## config.mk

```make
export PLATFORM = sky130hd
export DESIGN_NAME = jump_ctrl
export DESIGN_NICKNAME = d
export VERILOG_FILES = /design/src/rtl/jump_ctrl.sv
export SDC_FILE = /design/constraint.sdc
export NUM_CORES = 1
export LEC_CHECK = 0
export CORE_ASPECT_RATIO = 1.25
export CORE_MARGIN = 2
export CORE_UTILIZATION = 40
export CTS_CLUSTER_SIZE = 30
export DETAILED_ROUTE_END_ITERATION = 6
export PLACE_DENSITY = 0.69
export SYNTH_ARGS = -nofsm -noshare
export SYNTH_HDL_FRONTEND = slang
export SYNTH_SLANG_ARGS = --single-unit
```

## constraint.sdc

```tcl
create_clock -name clk -period 2.7 [get_ports clk]
set_input_delay 0.27 -clock clk [delete_from_list [all_inputs] [get_ports clk]]
set_output_delay 0.27 -clock clk [all_outputs]
set_load 0.03 [all_outputs]
```

## src/rtl/jump_ctrl.sv

```systemverilog
// ---------------------------------------------------------------------------
// jump_ctrl
//
// Sequences a conditional jump instruction. When a jump is decoded (start),
// the branch condition is evaluated from the compare-unit flags of that same
// cycle. A taken jump fetches two operand bytes from program ROM (high byte
// first) and then pulses pc_load with the assembled target. A jump that is
// not taken pulses skip so the PC steps over the two operand bytes.
//
// Parameters
//   ADDR_W     program-counter width, 9..16
//
// Ports
//   clk        system clock, rising edge
//   reset      asynchronous, active-high reset
//   start      one-cycle strobe, jump instruction decoded (accepted in IDLE)
//   cond       condition select, sampled with start
//   zflag, oflag, cflag, sflag
//              zero / overflow / carry / sign flags, sampled with start
//   rom_data   operand byte from program ROM
//   rom_valid  rom_data valid this cycle
//   rom_req    request next operand byte (high in both fetch states)
//   pc_load    one-cycle pulse: load pc_target into PC
//   pc_target  jump destination, holds its value between jumps
//   skip       one-cycle pulse: PC advances past the operand bytes
//   busy       high whenever the controller is not idle
//   done       one-cycle pulse: instruction retired, taken or not
// ---------------------------------------------------------------------------
module jump_ctrl #(
    parameter int ADDR_W = 16
) (
    input  logic              clk,
    input  logic              reset,
    input  logic              start,
    input  logic [3:0]        cond,
    input  logic              zflag,
    input  logic              oflag,
    input  logic              cflag,
    input  logic              sflag,
    input  logic [7:0]        rom_data,
    input  logic              rom_valid,
    output logic              rom_req,
    output logic              pc_load,
    output logic [ADDR_W-1:0] pc_target,
    output logic              skip,
    output logic              busy,
    output logic              done
);

    typedef enum logic [2:0] {
        IDLE     = 3'd0,
        FETCH_HI = 3'd1,
        FETCH_LO = 3'd2,
        COMMIT   = 3'd3,
        SKIP     = 3'd4
    } state_t;

    state_t              r_state;
    logic [ADDR_W-9:0]   r_hi;
    logic                r_rom_req;
    logic                r_pc_load;
    logic [ADDR_W-1:0]   r_pc_target;
    logic                r_skip;
    logic                r_busy;
    logic                r_done;
    logic                w_taken;
    logic                w_lt;

    // Signed "less than" after a compare is sign xor overflow.
    assign w_lt = sflag ^ oflag;

    always_comb begin
        w_taken = 1'b0;
        case (cond)
            4'd0:    w_taken = 1'b1;
            4'd1:    w_taken = zflag;
            4'd2:    w_taken = !zflag;
            4'd3:    w_taken = cflag;
            4'd4:    w_taken = !cflag;
            4'd5:    w_taken = sflag;
            4'd6:    w_taken = !sflag;
            4'd7:    w_taken = oflag;
            4'd8:    w_taken = !oflag;
            4'd9:    w_taken = w_lt;
            4'd10:   w_taken = !w_lt;
            4'd11:   w_taken = !zflag && !w_lt;
            4'd12:   w_taken = zflag || w_lt;
            4'd13:   w_taken = !cflag && !zflag;
            4'd14:   w_taken = cflag || zflag;
            default: w_taken = 1'b0;
        endcase
    end

    // The branch decision is captured by the state chosen out of IDLE, so
    // flag changes after the start cycle have no effect. All outputs are
    // registered and change together with the state they belong to.
    always_ff @(posedge clk or posedge reset) begin
        if (reset) begin
            r_state     <= IDLE;
            r_hi        <= '0;
            r_rom_req   <= 1'b0;
            r_pc_load   <= 1'b0;
            r_pc_target <= '0;
            r_skip      <= 1'b0;
            r_busy      <= 1'b0;
            r_done      <= 1'b0;
        end else begin
            r_pc_load <= 1'b0;
            r_skip    <= 1'b0;
            r_done    <= 1'b0;
            case (r_state)
                IDLE: begin
                    if (start) begin
                        r_busy <= 1'b1;
                        if (w_taken) begin
                            r_state   <= FETCH_HI;
                            r_rom_req <= 1'b1;
                        end else begin
                            r_state <= SKIP;
                            r_skip  <= 1'b1;
                            r_done  <= 1'b1;
                        end
                    end
                end
                FETCH_HI: begin
                    if (rom_valid) begin
                        // Bits of the first byte above the PC width are dropped.
                        r_hi    <= rom_data[ADDR_W-9:0];
                        r_state <= FETCH_LO;
                    end
                end
                FETCH_LO: begin
                    if (rom_valid) begin
                        r_pc_target <= {r_hi, rom_data};
                        r_state     <= COMMIT;
                        r_rom_req   <= 1'b0;
                        r_pc_load   <= 1'b1;
                        r_done      <= 1'b1;
                    end
                end
                COMMIT, SKIP: begin
                    r_state <= IDLE;
                    r_busy  <= 1'b0;
                end
                default: begin
                    r_state   <= IDLE;
                    r_busy    <= 1'b0;
                    r_rom_req <= 1'b0;
                end
            endcase
        end
    end

    assign rom_req   = r_rom_req;
    assign pc_load   = r_pc_load;
    assign pc_target = r_pc_target;
    assign skip      = r_skip;
    assign busy      = r_busy;
    assign done      = r_done;

endmodule

```

==> results of run 1 <==
routing by layer:
layer  part of all wire  wire, um  up-vias  GRT usage
met2               0.51      1390       32      0.256
met4              0.032        89        0      0.109
li1                   -         -      492          -
met5                  0         0        -          0
met3              0.038       105        7     0.0217
met1               0.42      1160      510      0.173
worst max-delay path, cell delays in order:
cell and delay, ns:
clkdlybuf4s50_1 0.55, or4b_4 0.60, o2bb2ai_2 0.17, nor4b_1 0.08, and3_4 0.19, or2_1 0.19
area by class of cell:
class	count	area (um^2)	area share
inverters	4	15.0	0.00750
repair buffers	44	430	0.215
clock buffers	7	96.3	0.0482
well taps	39	48.8	0.0244
multi-input cells	71	609	0.305
flip-flops and latches	32	801	0.400
flip-flops by register name, indices dropped and copies added (netlist names):
register   flops
r_hi           8
busy           1
rom_req        1
done           1
r_state        3
skip           1
pc_load        1
pc_target     16
worst paths after layout:
path                            cells after the start  slack (ns)                   endpoint
worst min-delay path                                2        0.44  pc_target[13]$_DFFE_PP0P_
worst max-delay path                                6        0.82             done$_DFF_PP0_
worst max register to register                      4        1.02             done$_DFF_PP0_
min in group clk                                    1        0.50   pc_target[5]$_DFFE_PP0P_
max in group asynchronous                           3        1.67        r_hi[4]$_DFFE_PP0P_
worst min register to register                      1        0.50   pc_target[5]$_DFFE_PP0P_
kinds of logic after synthesis:
logic type	count (synthesis)	share of synthesized area
and+or+nand+nor	32	0.149
buffers and inverters	9	0.0319
xor gates and xnor gates	1	0.00604
muxes	25	0.194
AOI/OAI and AO/OA	13	0.0672
DFF	32	0.552
placed cells by master (no fill, tap or decap), drive strengths merged, types with 2 or more instances in the layout:
cell,instances
nor3b,3
nor2b,2
nor4b,3
nor3,5
o21ai,2
or2,2
nand2,2
inv,4
a21oi,4
mux2,25
clkbuf,7
and3,2
nor2,5
clkdlybuf4s50,40
dfrtp,32
buf,4
nand3,2
where the power goes:
group / switching [mW] / internal, mW / leakage [nW]
Combinational: 0.510 / 0.507 / 0.392
Sequential: 0.133 / 0.707 / 0.390
Clock: 0.159 / 0.227 / 0.0503
Total: 0.802 / 1.44 / 0.832
==> results.sh, run 1 <==
export IMPL_power_mw=2.24
export IMPL_synth_cell_area_um2=1450
export IMPL_powerDensity_nw_per_um2=1120
export IMPL_tightest_slew_ns=0.766
export IMPL_fin_crit_ns=1.88
export IMPL_critPathKind="input port to flip-flop"
export IMPL_drc=0
export IMPL_io_buffers=40
export IMPL_p_leak_nw=0.832
export IMPL_cts_buffers=5
export IMPL_maxSlewHeadroom=0.489
export IMPL_htreeDepth=2
export IMPL_end_kind="flip-flop"
export IMPL_grt_pass1_vias=1084
export IMPL_crit_start="cond[1]"
export IMPL_insertion_delay_ns=0.28
export IMPL_dieArea_um2=4130
export IMPL_filler_cell_count=290
export IMPL_hpwl_um=2100
export IMPL_hold_viol=0
export IMPL_synthArstFlopShare=1.00
export IMPL_core_um2=3480
export IMPL_grt_overflow=0
export IMPL_syn_inst=112
export IMPL_rsz0062_at_grt="no"
export IMPL_yosysSeqAreaShare=0.552
export IMPL_critPathArrivalTime_ns=2.04
export IMPL_stdcell_count=197
export IMPL_crit_required_ns=2.86
export IMPL_synth_top_cell_by_area="dfrtp_1"
export IMPL_finClkSkew_ns=0.00164
export IMPL_hold_path_class="input port to asynchronous set/reset pin"
export IMPL_n_antenna_cell=0
export IMPL_finalCritPeriodShare=0.696
export IMPL_routedWlPerCell_um=14.0
export IMPL_antenna_found_initial=0
export IMPL_cts_tree="yes"
export IMPL_syn_mean_instance_area_um2=13.0
export IMPL_status="finished clean"
export IMPL_setup_viol=0
export IMPL_holdWs_ns=0.439
export IMPL_start_util=0.417
export IMPL_layout_drive_gt1_share=0.272
export IMPL_via_per_inst=5.28
export IMPL_cts_setup_buffers=0
export IMPL_netlist_area_leader_share=0.552
export IMPL_place_ws_ns=0.538
export IMPL_drv_cap=0
export IMPL_max_freq_mhz=532
export IMPL_drt_iter0_markers=18
export IMPL_synth_warnings=0
export IMPL_dieHeight_um=71.3
export IMPL_setup_ws_ns=0.820
export IMPL_finalWirelength_um=2750
export IMPL_globalplace_congestion=0.736
export IMPL_cp_max_fo=10
export IMPL_r2r_start="r_state[1]$_DFFE_PP0P_"
export IMPL_maxSlewViolCount=0
export IMPL_grt_use_total=0.152
export IMPL_firstDrtPassIters=3
export IMPL_final_util=0.574
export IMPL_root_buffer="clkbuf_8"
export IMPL_cts_clk_slew_worst_paths_ns=0.06
export IMPL_nets=178
export IMPL_dp_cells=190
export IMPL_yosys_cell_types_count=34
export IMPL_cts_sinks=32
export IMPL_yosysMostFrequentCell="dfrtp_1"
export IMPL_fin_area_um2=2000
export IMPL_grt_max_degree=22
export IMPL_grt_pass1_wl_um=4730
export IMPL_cts_hold_buf=0
export IMPL_irDropWorstVdd_mv=0.780
export IMPL_synthTopCellsByArea="dfrtp_1 55%, mux2_2 19%, nor3b_1 1.6%, a21oi_1 1.4%, buf_2 1.4%"
export IMPL_ios=41
export IMPL_die_x_um=57.9
export IMPL_placedInstanceArea_um2=1900
export IMPL_finalSetupTns_ns=0
export IMPL_synth_top_cells_by_count="32 x dfrtp_1, 25 x mux2_2, 5 x nor2_1"
export IMPL_synth_edf_count=0
export IMPL_num_vias=1041
export IMPL_num_rows=24
export IMPL_start_kind="input port"
export IMPL_area_delta_synth_final_pct=37.8
export IMPL_synth_nets=132
export IMPL_ys_ff_latch=32
export IMPL_ant_nets=0
export IMPL_synthFlopType="dfrtp_1"
export IMPL_cts_resized=0
export IMPL_cts_buffer_depth=2
(Power assumes the default switching activity.)
==> run 2: changes to the inputs <==
--- a/config.mk
+++ b/config.mk
@@ -10,7 +10,7 @@
 export CORE_UTILIZATION = 40
 export CTS_CLUSTER_SIZE = 30
 export DETAILED_ROUTE_END_ITERATION = 6
-export PLACE_DENSITY = 0.69
+export PLACE_DENSITY = 0.71
 export SYNTH_ARGS = -nofsm -noshare
 export SYNTH_HDL_FRONTEND = slang
 export SYNTH_SLANG_ARGS = --single-unit
==> constraint.sdc (replaced) <==
create_clock -name clk -period 1.64 [get_ports clk]
set_input_delay 0.164 -clock clk [delete_from_list [all_inputs] [get_ports clk]]
set_output_delay 0.164 -clock clk [all_outputs]
set_load 0.03 [all_outputs]
==> run 2 against run 1 <==
Core utilization up 6.1 points. Sequential cell count is the same. Clock-buffer cell count stayed put. Hold slack lost 0.17 ns. Global-route usage up 2.8 points. Critical path type unchanged. Critical endpoint unchanged. Largest cell class unchanged.
==> results.sh, run 2 (same netlist as run 1, synthesis figures left out) <==
export IMPL_num_rows=24
export IMPL_cts_clk_slew_worst_paths_ns=0.06
export IMPL_holdWs_ns=0.269
export IMPL_place_ws_ns=-0.357
export IMPL_fin_area_um2=2210
export IMPL_tightest_slew_ns=0.399
export IMPL_ant_nets=0
export IMPL_area_delta_synth_final_pct=52.4
export IMPL_io_buffers=40
export IMPL_hold_viol=0
export IMPL_grt_pass1_wl_um=5490
export IMPL_critPathKind="input port to flip-flop"
export IMPL_fin_crit_ns=1.61
export IMPL_cts_tree="yes"
export IMPL_hold_path_class="input port to asynchronous set/reset pin"
export IMPL_start_util=0.417
export IMPL_cts_sinks=32
export IMPL_insertion_delay_ns=0.27
export IMPL_finClkSkew_ns=0.00542
export IMPL_placedInstanceArea_um2=2030
export IMPL_root_buffer="clkbuf_8"
export IMPL_finalSetupTns_ns=0
export IMPL_rsz0062_at_grt="no"
export IMPL_num_vias=1145
export IMPL_crit_required_ns=1.80
export IMPL_via_per_inst=5.38
export IMPL_end_kind="flip-flop"
export IMPL_globalplace_congestion=0.787
export IMPL_grt_use_total=0.180
export IMPL_drt_iter0_markers=40
export IMPL_grt_max_degree=33
export IMPL_grt_overflow=0
export IMPL_setup_viol=0
export IMPL_core_um2=3480
export IMPL_drc=0
export IMPL_r2r_start="r_state[1]$_DFFE_PP0P_"
export IMPL_finalCritPeriodShare=0.979
export IMPL_cts_buffer_depth=2
export IMPL_start_kind="input port"
export IMPL_dieArea_um2=4130
export IMPL_drv_cap=0
export IMPL_routedWlPerCell_um=15.5
export IMPL_dieHeight_um=71.3
export IMPL_cp_max_fo=2
export IMPL_die_x_um=57.9
export IMPL_nets=194
export IMPL_maxSlewViolCount=0
export IMPL_powerDensity_nw_per_um2=1730
export IMPL_final_util=0.635
export IMPL_cts_buffers=5
export IMPL_critPathArrivalTime_ns=1.76
export IMPL_layout_drive_gt1_share=0.391
export IMPL_largest_reg_flops=16
export IMPL_hpwl_um=2440
export IMPL_irDropWorstVdd_mv=1.32
export IMPL_n_antenna_cell=0
export IMPL_ios=41
export IMPL_maxSlewHeadroom=0.734
export IMPL_max_freq_mhz=623
export IMPL_status="finished clean"
export IMPL_finalWirelength_um=3290
export IMPL_setup_ws_ns=0.0341
export IMPL_final_common_cell="clkdlybuf4s50_1"
export IMPL_p_leak_nw=0.971
export IMPL_cts_hold_buf=0
export IMPL_firstDrtPassIters=4
export IMPL_htreeDepth=2
export IMPL_final_cell_mix="33 x clkdlybuf4s50_1, 32 x dfrtp_1, 25 x mux2_2, 19 x buf_4, 7 x clkbuf_8"
export IMPL_antenna_found_initial=0
export IMPL_grt_pass1_vias=1197
export IMPL_crit_start="cflag"
==> run 2: changes by cell type in the layout (fill, tap and decap cells not counted), sizes merged <==
cell,before,now
clkdlybuf4s50,40,33
buf,4,20
dlymetal6s2s,0,3
dlygate4sd2,0,4
==> run 2: stage by stage <==
| step | power [mW] | cells |
|---|---|---|
| after global routing | 4.04 | 213 |
| after global placement | 3.13 | 205 |
| after detailed placement | 3.21 | 205 |
| after CTS | 3.86 | 213 |
| after floorplan | 2.41 | 112 |
| final | 3.83 | 213 |
==> run 2: path summary, 6_finish.rpt <==
kind	end	slack, ns	depth (start not counted)
setup / recovery	done$_DFF_PP0_	0.03	6
hold / removal	pc_target[4]$_DFFE_PP0P_	0.27	3
setup reg to reg	pc_target[15]$_DFFE_PP0P_	0.15	5
hold reg to reg	r_hi[1]$_DFFE_PP0P_	0.50	1
max in group asynchronous	r_hi[1]$_DFFE_PP0P_	1.08	3
min in group clk	r_hi[1]$_DFFE_PP0P_	0.50	1
==> run 2: layout make-up <==
cell class | count | area (um^2)
clock buffers | 7 | 96.3
well taps | 39 | 48.8
inverters | 4 | 15.0
fillers | 275 | 1270
repair buffers | 60 | 566
flip-flops and latches | 32 | 801
multi-input cells | 71 | 686
==> run 2: where the power goes <==
group          switching (mW)  internal [mW]
combinational           0.926          0.925
clock                   0.257          0.373
sequential              0.187           1.16
total                    1.37           2.46
==> run 2: repair_timing <==
action                                  in CTS  in global routing
pin swaps                                    1                  6
resized for setup                           15                  6
buffers inserted                             1                  0
endpoints found under the setup margin       2                  3
==> run 2: routing by layer <==
metal | part of all wire | track usage
met1 | 0.35 | 0.171
met2 | 0.57 | 0.338
met3 | 0.049 | 0.0451
met4 | 0.033 | 0.106
met5 | 0 | 0
==> run 2: critical path: stages <==
cell	delay, ns
clkdlybuf4s50_1	0.43
or4b_4	0.54
o2bb2ai_4	0.17
nor4b_4	0.07
and3_4	0.19
or2_1	0.20
